File: config.mk
export PLATFORM = sky130hd
export DESIGN_NAME = vga_sync_rx
export DESIGN_NICKNAME = d
export VERILOG_FILES = /design/src/rtl/vga_sync_rx.sv
export SDC_FILE = /design/constraint.sdc
export NUM_CORES = 1
export LEC_CHECK = 0
export BUFFER_PORTS_ARGS = -buffer_cell sky130_fd_sc_hd__clkbuf_2
export CAP_MARGIN = 20
export CORE_ASPECT_RATIO = 0.5
export CORE_MARGIN = 2
export CORE_UTILIZATION = 25
export DETAILED_ROUTE_END_ITERATION = 8
export PLACE_DENSITY = 0.43
export SLEW_MARGIN = 20
export SYNTH_ARGS = -nofsm -noshare
export SYNTH_HDL_FRONTEND = slang
export SYNTH_SLANG_ARGS = --single-unit
export TNS_END_PERCENT = 1
File: constraint.sdc
create_clock -name clk_pix -period 6.9 [get_ports clk_pix]
set_clock_uncertainty 0.2 [all_clocks]
set_input_delay 0 -clock clk_pix [delete_from_list [all_inputs] [get_ports clk_pix]]
set_output_delay 0 -clock clk_pix [all_outputs]
set_load 0.005 [all_outputs]
File: src/rtl/vga_sync_rx.sv
// vga_sync_rx: receive side of a VGA sync link.
// Rebuilds pixel coordinates and an active-video flag from hsync/vsync
// edges, measures line and frame lengths, and declares lock after
// LOCK_FRAMES consecutive nominal frames.
//
// state  | meaning
// -------+---------------------------------------------------------------
// SEARCH | no frame reference yet; waiting for the first frame boundary
// TRACK  | counting consecutive good frames toward lock
// LOCKED | timing matches nominal; coordinates and inrange are valid
module vga_sync_rx #(
  parameter int Hs          = 96,
  parameter int Hb          = 48,
  parameter int Hd          = 640,
  parameter int Ht          = 800,
  parameter int Vs          = 2,
  parameter int Vb          = 33,
  parameter int Vd          = 480,
  parameter int Vt          = 525,
  parameter int LOCK_FRAMES = 2,
  parameter bit SYNC_ACT    = 1'b0
) (
  input  logic        clk_pix,
  input  logic        rst_n,
  input  logic        hsync,
  input  logic        vsync,
  output logic        locked,
  output logic        inrange,
  output logic [9:0]  h_cnt_o,
  output logic [9:0]  v_cnt_o,
  output logic [10:0] h_meas,
  output logic [9:0]  v_meas,
  output logic        err
);

  // Window bounds and nominal lengths, sized to the counters they meet.
  localparam logic [10:0] H_LO     = 11'(Hs + Hb);
  localparam logic [10:0] H_HI     = 11'(Hs + Hb + Hd);
  localparam logic [9:0]  V_LO     = 10'(Vs + Vb);
  localparam logic [9:0]  V_HI     = 10'(Vs + Vb + Vd);
  localparam logic [10:0] H_NOM    = 11'(Ht);
  localparam logic [9:0]  V_NOM    = 10'(Vt);
  localparam logic [10:0] H_TMO    = 11'(2 * Ht);
  localparam logic [10:0] H_SAT    = 11'h7FF;
  localparam logic [9:0]  V_SAT    = 10'h3FF;
  localparam logic [3:0]  GOOD_MAX = 4'(LOCK_FRAMES);

  typedef enum logic [1:0] {
    SEARCH = 2'd0,
    TRACK  = 2'd1,
    LOCKED = 2'd2
  } state_t;

  state_t      state, state_nx;
  logic [3:0]  good, good_nx;
  logic        err_nx;

  logic        hs1, hs2, vs1, vs2;
  logic        h_edge, v_edge;
  logic [10:0] h_pos;
  logic [9:0]  v_pos;
  logic        h_seen, v_seen;
  logic        v_arm;
  logic        line_bad;

  logic [10:0] h_len;
  logic [9:0]  v_len;
  logic        frame_bnd;
  logic        line_bad_now;
  logic        frame_good;
  logic        timeout;
  logic [3:0]  good_inc;
  logic        win;

  // Two-flop input sampling, normalised so 1 always means "sync asserted".
  always_ff @(posedge clk_pix or negedge rst_n) begin
    if (!rst_n) begin
      hs1 <= 1'b0;
      hs2 <= 1'b0;
      vs1 <= 1'b0;
      vs2 <= 1'b0;
    end else begin
      hs1 <= (hsync == SYNC_ACT);
      hs2 <= hs1;
      vs1 <= (vsync == SYNC_ACT);
      vs2 <= vs1;
    end
  end

  assign h_edge = hs1 & ~hs2;
  assign v_edge = vs1 & ~vs2;

  // A v_edge arriving together with h_edge counts as armed, so that same
  // h_edge performs the frame reset.
  assign frame_bnd = h_edge & (v_arm | v_edge);

  // Length of the line/frame that ends on this edge (h_pos is clocks since
  // the last h_edge, so the line length is one more).
  assign h_len = (h_pos == H_SAT) ? H_SAT : h_pos + 11'd1;
  assign v_len = (v_pos == V_SAT) ? V_SAT : v_pos + 10'd1;

  // The first h_edge after reset has no valid start point, so it is not
  // measured and cannot flag a bad line.
  assign line_bad_now = h_edge & h_seen & (h_len != H_NOM);

  // The line closing the frame is included via line_bad_now, since
  // line_bad only picks it up on the following cycle.
  assign frame_good = v_seen & (v_len == V_NOM) & ~line_bad & ~line_bad_now;

  // h_pos passes through 2*Ht exactly once before saturating, which gives
  // a single timeout event per sync loss.
  assign timeout = ~h_edge & (h_pos == H_TMO);

  assign good_inc = good + 4'd1;

  // Horizontal position and line-length measurement.
  always_ff @(posedge clk_pix or negedge rst_n) begin
    if (!rst_n) begin
      h_pos  <= '0;
      h_seen <= 1'b0;
      h_meas <= '0;
    end else begin
      if (h_edge) begin
        h_pos  <= '0;
        h_seen <= 1'b1;
        if (h_seen) begin
          h_meas <= h_len;
        end
      end else if (h_pos != H_SAT) begin
        h_pos <= h_pos + 11'd1;
      end
    end
  end

  // Vertical position, frame-length measurement and the vsync arm flag.
  always_ff @(posedge clk_pix or negedge rst_n) begin
    if (!rst_n) begin
      v_pos  <= '0;
      v_seen <= 1'b0;
      v_meas <= '0;
      v_arm  <= 1'b0;
    end else begin
      if (frame_bnd) begin
        v_pos  <= '0;
        v_seen <= 1'b1;
        if (v_seen) begin
          v_meas <= v_len;
        end
      end else if (h_edge && (v_pos != V_SAT)) begin
        v_pos <= v_pos + 10'd1;
      end

      if (timeout || frame_bnd) begin
        v_arm <= 1'b0;
      end else if (v_edge) begin
        v_arm <= 1'b1;
      end
    end
  end

  // Sticky per-frame record of any off-nominal line.
  always_ff @(posedge clk_pix or negedge rst_n) begin
    if (!rst_n) begin
      line_bad <= 1'b0;
    end else if (frame_bnd) begin
      line_bad <= 1'b0;
    end else if (line_bad_now) begin
      line_bad <= 1'b1;
    end
  end

  // Lock FSM state register; err is registered so it is a clean 1-clock pulse.
  always_ff @(posedge clk_pix or negedge rst_n) begin
    if (!rst_n) begin
      state <= SEARCH;
      good  <= '0;
      err   <= 1'b0;
    end else begin
      state <= state_nx;
      good  <= good_nx;
      err   <= err_nx;
    end
  end

  // Lock FSM next state: timeout first, then frame boundary, then a bad
  // line while locked drops lock without waiting for the frame to end.
  always_comb begin
    state_nx = state;
    good_nx  = good;
    err_nx   = 1'b0;
    if (timeout) begin
      state_nx = SEARCH;
      good_nx  = '0;
      err_nx   = (state == LOCKED);
    end else if (frame_bnd) begin
      case (state)
        SEARCH: begin
          state_nx = TRACK;
          good_nx  = '0;
        end
        TRACK: begin
          if (frame_good) begin
            good_nx = good_inc;
            if (good_inc >= GOOD_MAX) begin
              state_nx = LOCKED;
            end
          end else begin
            good_nx = '0;
          end
        end
        LOCKED: begin
          if (!frame_good) begin
            err_nx   = 1'b1;
            state_nx = TRACK;
            good_nx  = '0;
          end
        end
        default: begin
          state_nx = SEARCH;
          good_nx  = '0;
        end
      endcase
    end else if (line_bad_now && (state == LOCKED)) begin
      err_nx   = 1'b1;
      state_nx = TRACK;
      good_nx  = '0;
    end
  end

  assign locked = (state == LOCKED);

  // Active window from the registered positions; coordinates are zero
  // whenever the pixel is not reported as active.
  assign win = (h_pos >= H_LO) && (h_pos < H_HI) &&
               (v_pos >= V_LO) && (v_pos < V_HI);

  assign inrange = win & locked;
  assign h_cnt_o = inrange ? 10'(h_pos - H_LO) : '0;
  assign v_cnt_o = inrange ? (v_pos - V_LO) : '0;

endmodule

==> results of run 1 <==
-- cells by family (layout without fill, tap and decap cells) --
| logic type | Yosys count | after routing |
|---|---|---|
| simple gates | 175 | 175 |
| compound gates | 82 | 82 |
| flops | 57 | 57 |
| buf+inv | 46 | 93 |
| xor+xnor | 22 | 22 |
| fa+ha+maj | 11 | 11 |
| mux | 5 | 5 |
-- area by class of cell --
class	instances	area (µm²)
fill	1441	9258
multi-input combinational	295	1773
sequential	57	1426
timing repair buffer	53	287.8
clock buffer	11	242.7
tap	176	220.2
clock inverter	5	102.6
inverter	24	90.09
-- state kept, by name, indices dropped and copies added, names as in the netlist --
| name | flops |
|---|---|
| vs1 | 1 |
| h_pos | 11 |
| hs2 | 1 |
| good | 4 |
| vs2 | 1 |
| v_pos | 10 |
| state | 2 |
| line_bad | 1 |
| hs1 | 1 |
| h_seen | 1 |
| v_seen | 1 |
| h_meas | 11 |
| v_arm | 1 |
| err | 1 |
| v_meas | 10 |
-- stage by stage --
step | util (%) | setup slack, ns
finish | 30.92 | 3.600
global route | 30.92 | 3.274
CTS | 30.92 | 3.548
detailed placement | 28.11 | 3.920
global placement | 28.11 | 3.945
floorplan | - | 4.257
-- how the worst max path moves through the flow --
stage                                      to  slack, ns  cells past startpoint
final                              h_cnt_o[7]       3.60                      9
after global routing               h_cnt_o[7]       3.27                      9
after CTS                          h_cnt_o[7]       3.55                      9
after detailed placement           h_cnt_o[7]       3.92                      9
after global placement             h_cnt_o[7]       3.95                      9
after floorplan           good[2]$_DFFE_PN0P_       4.26                      9
-- cells in the final DEF (no fill, tap or decap), types with 10 or more instances in the layout --
| cell type | synthesis | final |
|---|---|---|
| a21oi_1 | 17 | 17 |
| dfrtp_1 | 57 | 57 |
| clkbuf_2 | 2 | 47 |
| nand3_1 | 21 | 21 |
| xnor2_1 | 17 | 17 |
| ha_1 | 11 | 11 |
| nand2_1 | 41 | 41 |
| inv_1 | 24 | 24 |
| nor2_1 | 60 | 60 |
| nor3_1 | 10 | 10 |
| o21ai_0 | 32 | 32 |
-- worst register-to-register path: cells and delay by family, from the launching register on --
family,cells,cell delay (ns)
and+or+nand+nor,4,1.25
DFF,1,0.57
AOI/OAI and AO/OA,2,0.47
adders and majority gates,1,0.26
muxes,1,0.14
-- per-layer routing --
metal | global-route usage [%] | vias up
met5 | 0 | -
met4 | 3.762 | 0
met3 | 4.247 | 7
met2 | 19.68 | 48
li1 | - | 1449
met1 | 19.34 | 1395
-- power by group --
part,internal (mW),switching [mW],total (mW)
registers,0.374,0.0431,0.417
clock network,0.362,0.161,0.523
logic,0.0617,0.0869,0.149
total,0.798,0.291,1.09
==> summary.md, run 1 <==
| Metric | Value |
|---|---|
| Wire length per cell | 14.54 µm |
| TNS Setup | 0 ns |
| Hold WC Path Type | input port to register |
| I/O Pins | between 40 and 50 |
| CTS sink cnt | 57 |
| Minimum clock period | between 3 and 4 ns |
| Crit start category | register |
| Worst skew pair latency | 0.34 ns |
| Fmax | ~300 MHz |
| Largest family of logic cells by synthesized area | simple AND/OR/NAND/NOR gates |
| Status | finished clean |
| CP Capture Type | output port |
| Routed WL | roughly 9000 µm |
| Post-DRT Antenna Nets | 0 |
| Synth top area cells | dfrtp_1 (42%), nor2_1 (6.6%), o21ai_0 (4.7%), nand2_1 (4.5%), xnor2_1 (4.4%) |
| Worst Hold Launch | vsync |
| Maxcap violations | 0 |
| 1st-iter DRT viols | 160 |
| Top cells by count, synth | nor2_1 (60), dfrtp_1 (57), nand2_1 (41) |
| Syn Area/Cell | between 8 and 9 µm² |
| Hold EP | vs1$_DFF_PN0_ |
| Pwr Total | between 1 and 1.5 mW |
| Unrepaired setup endpoints after global routing | false |
| Worst R2R End | good[2]$_DFFE_PN0P_ |
| Vias/cell | between 4 and 5 |
| Total gr overflow | 0 |
| Metal2 WL | 3780 µm |
| Final GP Congestion | slightly above 0.8 |
| # hold bufs at CTS | 3 |
| Compound-cell area share of the yosys netlist | about 15% |
| Final Max Slew Viols | 0 |
| EDFF count, synth | 0 |
| Layout cells sized above 1 | roughly 18% |
| Critical path class | register to output port |
| Final Hold Fails | 0 |
| Die Span Y | approximately 86 µm |
| Syn Std Cell Area | 3388 µm² |
| Clock transition at the registers of the reported paths | ~0.060 ns |
| Met3 routed WL | about 370 µm |
| Top routing layer in use | met4 |
| Post-Synth Simple-Gate Area | 26.18% |
| Pleak | 1.837 nW |
| Adder-Cell Fraction of Synth Area | 4.062% |
| Worst hold path stage count | 3 |
| Root buffer cell | clkbuf_16 |
| Ys Warns | 0 |
| Worst R2R Start | h_pos[4]$_DFFE_PN0P_ |
| CTS H-tree depth | 3 |
| Width of the chip | around 170 µm |
| Post-Syn Nets | ~410 |
| GRT Overall Usage | a little over an eighth |
| Critical Path Fanout Max | 21 |
| Pwr/cell area | about 260 nW/µm² |
| CTS buffer count | 9 |
| First-pass iteration count of the detailed router | 4 |
| Slew headroom | 32.57% |
| Predominant post-synthesis flop cell | dfrtp_1 |
| Final setup vio count | 0 |
| Crit-path cells | inv_1 -> ha_1 -> nand3_1 -> nor3_1 -> nor4_1 -> a31oi_1 -> nand4_1 -> nor3b_1 -> clkbuf_2 |
| Slew @ Worst Pin | 1.002 ns |
| Mux cell area share after synthesis | under 10% |
| Peak supply drop | roughly 0.09 mV |
| Worst endpoint required time | 6.70 ns |
| Count leader, synth | nor2_1 |
| Post-synthesis instance total | approximately 400 |
| Postcts setup bufs | 0 |
| Worst setup path start | h_pos[0]$_DFFE_PN0P_ |
| DP Area | 3767 µm² |
| R2R depth | 8 |
| Post-Place Cells | between 600 and 700 |
| Die Area | 14560 µm² |
| Vias in the first global route | 2883 |
| Seq/Total Area, Yosys | a little over two fifths |
| Asr flop ratio synth | between 90% and 100% |
| Reg-to-reg slack, setup | roughly 4 ns |
| Metal-1 WL | between 4000 and 5000 µm |
| Post-synth cell types | 51 |
| Xor/xnor cell area share of the yosys netlist | around 5.7% |
| First-pass GRT wire length | 15280 µm |
| Max incr delay on CP | about 0.77 ns |
| Initial antenna violation count | 0 |
| # diodes | 0 |
| Largest net degree at the start of global routing | between 50 and 60 |
| Hold slack | about 0.14 ns |
| CP max stage cell | nand4_1 |
| Post_cts resized | 0 |
| Tcrit/Tclk final | ~48% |
| #FFs+latches synth | 57 |
| Vias | between 2000 and 3000 |
| Dominant cell type by area after synthesis | dfrtp_1 |
| Worst Path Buf+Inv | 2 |
| Final std cells w/o fill | around 620 |
| Synth-to-Final Area Change | 22.27% |
| Rows | 30 |
| CORE AREA | approximately 13000 µm² |
| CTS tree | built |
| DRC violations left | 0 |
| Buffers on Ports | 47 |
| Share of the synthesized area in the top cell type | between 40% and 50% |
| Initial Util | 25.28% |
| Largest delay share family, worst path | simple AND/OR/NAND/NOR gates |
| Clock buffer depth | 2 |
| Fin area | just over 4000 µm² |
| HPWL Detailed | around 6500 µm |
| Final net count | between 400 and 500 |
| Crit path DAT | 3.10 ns |
Power figures use the tool's default switching activity.
==> inputs of run 2 (changes only) <==
==> constraint.sdc (replaced) <==
create_clock -name clk_pix -period 3.35 [get_ports clk_pix]
set_clock_uncertainty 0.2 [all_clocks]
set_input_delay 0 -clock clk_pix [delete_from_list [all_inputs] [get_ports clk_pix]]
set_output_delay 0 -clock clk_pix [all_outputs]
set_load 0.005 [all_outputs]
==> run 2 against run 1 <==
Compared with the run above:
- combinational power up 110%
- worst hold slack worse by 0.063 ns
- count of clock-buffer cells in the layout up 2
- highest routed layer unchanged
- die area unchanged
- first-iteration DRC count up 11%
- clock power up 61%
- critical path depth unchanged
- routed wire length up 0.85%
- register-to-register slack worse by 3.5 ns
- sequential power up 110%
==> summary.md, run 2 (synthesis results as in run 1) <==
| Metric | Value |
|---|---|
| # diodes | 0 |
| Fmax | 345.2 MHz |
| Fin area | 4110 µm² |
| First-pass iteration count of the detailed router | 4 |
| Worst setup margin | between 0.4 and 0.5 ns |
| Final GP Congestion | around 0.8 |
| Layout fillers | around 1400 |
| Critical Path Fanout Max | 6 |
| I/O Pins | 48 |
| CP Capture Type | register |
| DRC violations left | 0 |
| Hold slack | slightly above 0.08 ns |
| Hold WC Path Type | input port to async pin |
| Root buffer cell | clkbuf_16 |
| First-pass GRT wire length | between 15000 and 20000 µm |
| Die Span Y | about 86 µm |
| TNS Setup | 0 ns |
| Initial Util | 25.28% |
| Vias in the first global route | roughly 2800 |
| # hold bufs at CTS | 3 |
| Minimum clock period | about 2.9 ns |
| Commonest non-fill, non-tap cell in the layout | nor2_1 |
| Reg-to-reg slack, setup | roughly 0.45 ns |
| Maxcap violations | 0 |
| Routed WL | 9105 µm |
| Crit path DAT | approximately 3 ns |
| Peak supply drop | between 0.15 and 0.2 mV |
| Vias | between 2000 and 3000 |
| Postcts setup bufs | 0 |
| CTS buffer count | 9 |
| HPWL Detailed | approximately 6700 µm |
| Registers with the most flip-flops | h_meas x11, h_pos x11 |
| CORE AREA | between 10000 and 15000 µm² |
| Vias/cell | roughly 4.7 |
| DP Area | 3805 µm² |
| Largest net degree at the start of global routing | 30 |
| Pwr Total | 2.016 mW |
| CTS sink cnt | 57 |
| Post-DRT Antenna Nets | 0 |
| Die Area | about 15000 µm² |
| Crit start category | register |
| Synth-to-Final Area Change | 21.31% |
| Final net count | 460 |
| Total gr overflow | 0 |
| Pre-CTS WS | 0.4398 ns |
| CTS H-tree depth | 3 |
| Unrepaired setup endpoints after global routing | false |
| Layout cells sized above 1 | between 10% and 20% |
| Worst skew pair latency | between 0.3 and 0.4 ns |
| Met2 usage | between 10% and 20% |
| Tcrit/Tclk final | 86.49% |
| Status | finished clean |
| Pwr/cell area | between 400 and 500 nW/µm² |
| Initial antenna violation count | 0 |
| Slew @ Worst Pin | 0.7708 ns |
| Width of the chip | 168.6 µm |
| Met3 usage | 4.155% |
| Most frequent cells in the layout | nor2_1 (60), dfrtp_1 (57), clkbuf_2 (47) |
| GR Util met1 | between 10% and 20% |
| Slew headroom | 48.61% |
| Pleak | around 1.8 nW |
| GR peak layer | met2 |
| Buffers on Ports | 47 |
| 1st-iter DRT viols | approximately 180 |
| Clock buffer depth | 2 |
| Wire length per cell | roughly 15 µm |
| Critical path class | register to register |
| Final setup vio count | 0 |
| Clock transition at the registers of the reported paths | around 0.05 ns |
| Post_cts resized | 0 |
| Final Hold Fails | 0 |
| CTS tree | built |
| Rows | 30 |
| Worst endpoint required time | roughly 3.4 ns |
| Final Max Slew Viols | 0 |
| GRT Overall Usage | between 10% and 20% |
## run 2: changes by cell type in the layout (fill, tap and decap cells not counted), sizes merged
cell / previous run / this run
buf: 3 / 8
bufinv: 3 / 0
clkbuf: 58 / 60
clkinv: 1 / 3
clkinvlp: 1 / 0
## run 2: metal layers
metal  part of all wire, %  vias up
li1                      -     1460
met1                    53     1407
met2                    42       53
met3                   3.7        5
met4                  0.80        0
met5                     0        -
## run 2: cell type report
class	count	area, µm²	area share, %
clock buffer	13	260.3	6.332
clock inverter	3	15.01	0.3653
inverter	24	90.09	2.192
multi-input combinational	295	1773	43.14
sequential	57	1426	34.70
tap	176	220.2	5.358
timing repair buffer	58	325.3	7.915
## run 2: power by group
part	total, mW	internal [mW]	switching (mW)	leakage [nW]
Combinational	0.316	0.130	0.186	0.958
Sequential	0.857	0.771	0.0853	0.738
Clock	0.844	0.536	0.308	0.139
## run 2: path summary, 6_finish.rpt
kind                       cells after the start              endpoint                 start
min in group clk_pix                           3         hs1$_DFF_PN0_                 hsync
min reg2reg                                    0         vs2$_DFF_PN0_         vs1$_DFF_PN0_
max                                            9   good[2]$_DFFE_PN0P_  h_pos[0]$_DFFE_PN0P_
max in group asynchronous                      3         vs1$_DFF_PN0_                 rst_n
max reg2reg                                    9   good[2]$_DFFE_PN0P_  h_pos[0]$_DFFE_PN0P_
min                                            2  h_pos[2]$_DFFE_PN0P_                 rst_n
## run 2: worst max-delay path, stage by stage, from the launching register on
cell and delay [ns]:
dfrtp_1 0.46, inv_1 0.13, ha_1 0.35, nor2_1 0.12, o211ai_1 0.11, a211oi_2 0.32, nand4bb_4 0.15, nor2b_4 0.15
or4b_4 0.57, o311ai_2 0.22
## run 2: through the flow
step | util, % | instances
2_1_floorplan | - | 398
3_3_place_gp | 28.39 | 607
3_5_place_dp | 28.39 | 607
4_1_cts | 30.67 | 626
5_1_grt | 30.67 | 626
6_report | 30.67 | 626
==> inputs of run 3 (changes only) <==
==> constraint.sdc (replaced) <==
create_clock -name clk_pix -period 3.35 [get_ports clk_pix]
set_clock_uncertainty 0.2 [all_clocks]
set_input_delay 1.005 -clock clk_pix [delete_from_list [all_inputs] [get_ports clk_pix]]
set_output_delay 1.005 -clock clk_pix [all_outputs]
set_load 0.005 [all_outputs]
==> run 3 against run 2 <==
Compared with the run above:
- final cell count up 3.4%
- sequential power decreased by 4.3%
- design area grew 8.7%
- first-iteration DRC count decreased by 1.7%
- worst setup slack worse by 0.36 ns
- power rose by 17%
- non-clock buffer count increased by 21
==> summary.md, run 3 (synthesis results as in run 1) <==
| Metric | Value |
|---|---|
| Final GP Congestion | about 0.8 |
| Status | finished clean |
| HPWL Detailed | between 6000 and 7000 µm |
| Tcrit/Tclk final | 97.12% |
| I/O Pins | 48 |
| Slew @ Worst Pin | approximately 0.77 ns |
| Vias in the first global route | 2986 |
| Maxcap violations | 0 |
| Die Area | around 15000 µm² |
| CTS buffer count | 9 |
| Registers with the most flip-flops | h_meas x11, h_pos x11 |
| DRC violations left | 0 |
| Post-DRT Antenna Nets | 0 |
| GRT Overall Usage | between 10% and 20% |
| # hold bufs at CTS | 0 |
| First-pass GRT wire length | about 16000 µm |
| Largest net degree at the start of global routing | between 50 and 60 |
| Critical path class | register to output port |
| Clock buffer depth | 2 |
| Final Hold Fails | 0 |
| Post-layout util | between 30% and 40% |
| Slew headroom | 48.34% |
| Final net count | approximately 480 |
| Initial Util | about 25% |
| Pre-CTS WS | around 0.35 ns |
| CTS tree | built |
| Worst Hold Launch | vs1$_DFF_PN0_ |
| TNS Setup | 0 ns |
| Most frequent cells in the layout | nor2_1 (54), dfrtp_1 (54), clkbuf_2 (45) |
| Final Max Slew Viols | 0 |
| Layout fillers | about 1400 |
| Minimum clock period | ~3.3 ns |
| Worst setup margin | roughly 0.097 ns |
| Vias/cell | about 4.6 |
| # diodes | 0 |
| Buffers on Ports | 47 |
| CORE AREA | ~13000 µm² |
| 1st-iter DRT viols | approximately 170 |
| Sequential standard cell area | ~1400 µm² |
| Worst setup path start | h_pos[4]$_DFFE_PN0P_ |
| Clock transition at the registers of the reported paths | ~0.06 ns |
| Area occupied by multi-input gates | between 1500 and 2000 µm² |
| Fmax | just over 300 MHz |
| Critical Path Fanout Max | 7 |
| Rows | 30 |
| Pleak | a little under 2 nW |
| Total gr overflow | 0 |
| Die Span Y | approximately 86 µm |
| Synth-to-Final Area Change | 31.91% |
| Worst skew pair latency | around 0.33 ns |
| Crit start category | register |
| Final setup vio count | 0 |
| CTS sink cnt | 57 |
| Pwr/cell area | 529.3 nW/µm² |
| Unrepaired setup endpoints after global routing | true |
| Peak supply drop | between 0.2 and 0.25 mV |
| Root buffer cell | clkbuf_16 |
| First-pass iteration count of the detailed router | 4 |
| Post-Place Cells | roughly 630 |
| Layout cells sized above 1 | 27.60% |
| Crit path DAT | 2.05 ns |
| CTS H-tree depth | 3 |
| Initial antenna violation count | 0 |
| Vias | ~3000 |
| Hold WC Path Type | register to register |
| Width of the chip | approximately 170 µm |
| Wire length per cell | approximately 14 µm |
| Worst endpoint required time | 2.14 ns |
| Final std cells w/o fill | ~650 |
| Worst R2R Start | h_pos[4]$_DFFE_PN0P_ |
| CP Capture Type | output port |
| Routed WL | slightly above 9000 µm |
| Hold slack | ~0.19 ns |
-- run 3: worst max-delay path, cell delays in order, from the launching register on --
cell	delay (ns)
dfrtp_2	0.46
ha_4	0.16
nand2_2	0.05
nor3_2	0.17
nor4_2	0.05
a31oi_1	0.15
nand4_1	0.21
buf_4	0.23
nor2_1	0.11
clkbuf_2	0.12
-- run 3: metal layers --
metal / GRT usage (%) / wire, µm / vias to the layer above
li1: - / - / 1500
met5: 0 / 0 / -
met4: 3.762 / 68 / 0
met1: 19.72 / 4925 / 1435
met2: 20.20 / 3851 / 52
met3: 4.064 / 418 / 5
-- run 3: through the flow --
| step | cell area (µm²) | total power [mW] |
|---|---|---|
| final | 4469 | 2.365 |
| after global routing | 4469 | 2.503 |
| after CTS | 4319 | 2.364 |
| after detailed placement | 3955 | 1.228 |
| after global placement | 3955 | 1.225 |
| after floorplan | 3388 | 1.056 |
-- run 3: final cells by class --
cell class                      instances  share of cell area (%)
Multi-Input combinational cell        295                   42.08
Clock inverter                          6                   2.912
Timing Repair Buffer                   79                   10.95
Sequential cell                        57                   32.00
Inverter                               24                   2.016
Tap cell                              176                   4.927
Clock buffer                           10                   5.123
-- run 3: final timing paths --
| check | end | slack [ns] | cells past startpoint |
|---|---|---|---|
| setup / recovery | v_cnt_o[3] | 0.1 | 9 |
| hold / removal | vs2$_DFF_PN0_ | 0.19 | 0 |
| setup reg to reg | good[2]$_DFFE_PN0P_ | 0.41 | 9 |
| hold reg to reg | vs2$_DFF_PN0_ | 0.19 | 0 |
| max in group asynchronous | h_pos[7]$_DFFE_PN0P_ | 1.76 | 2 |
| min in group asynchronous | h_meas[3]$_DFFE_PN0P_ | 0.63 | 2 |
-- run 3: power by group --
| group | internal [mW] | switching (mW) |
|---|---|---|
| clock network | 0.799 | 0.320 |
| registers | 0.772 | 0.0483 |
| logic | 0.174 | 0.252 |
-- run 3: timing repair --
action,in CTS,in global routing
gates cloned,0,1
buffers inserted,0,3
endpoints found under the setup margin,3,21
gates resized for setup,3,34
pin swaps,0,5
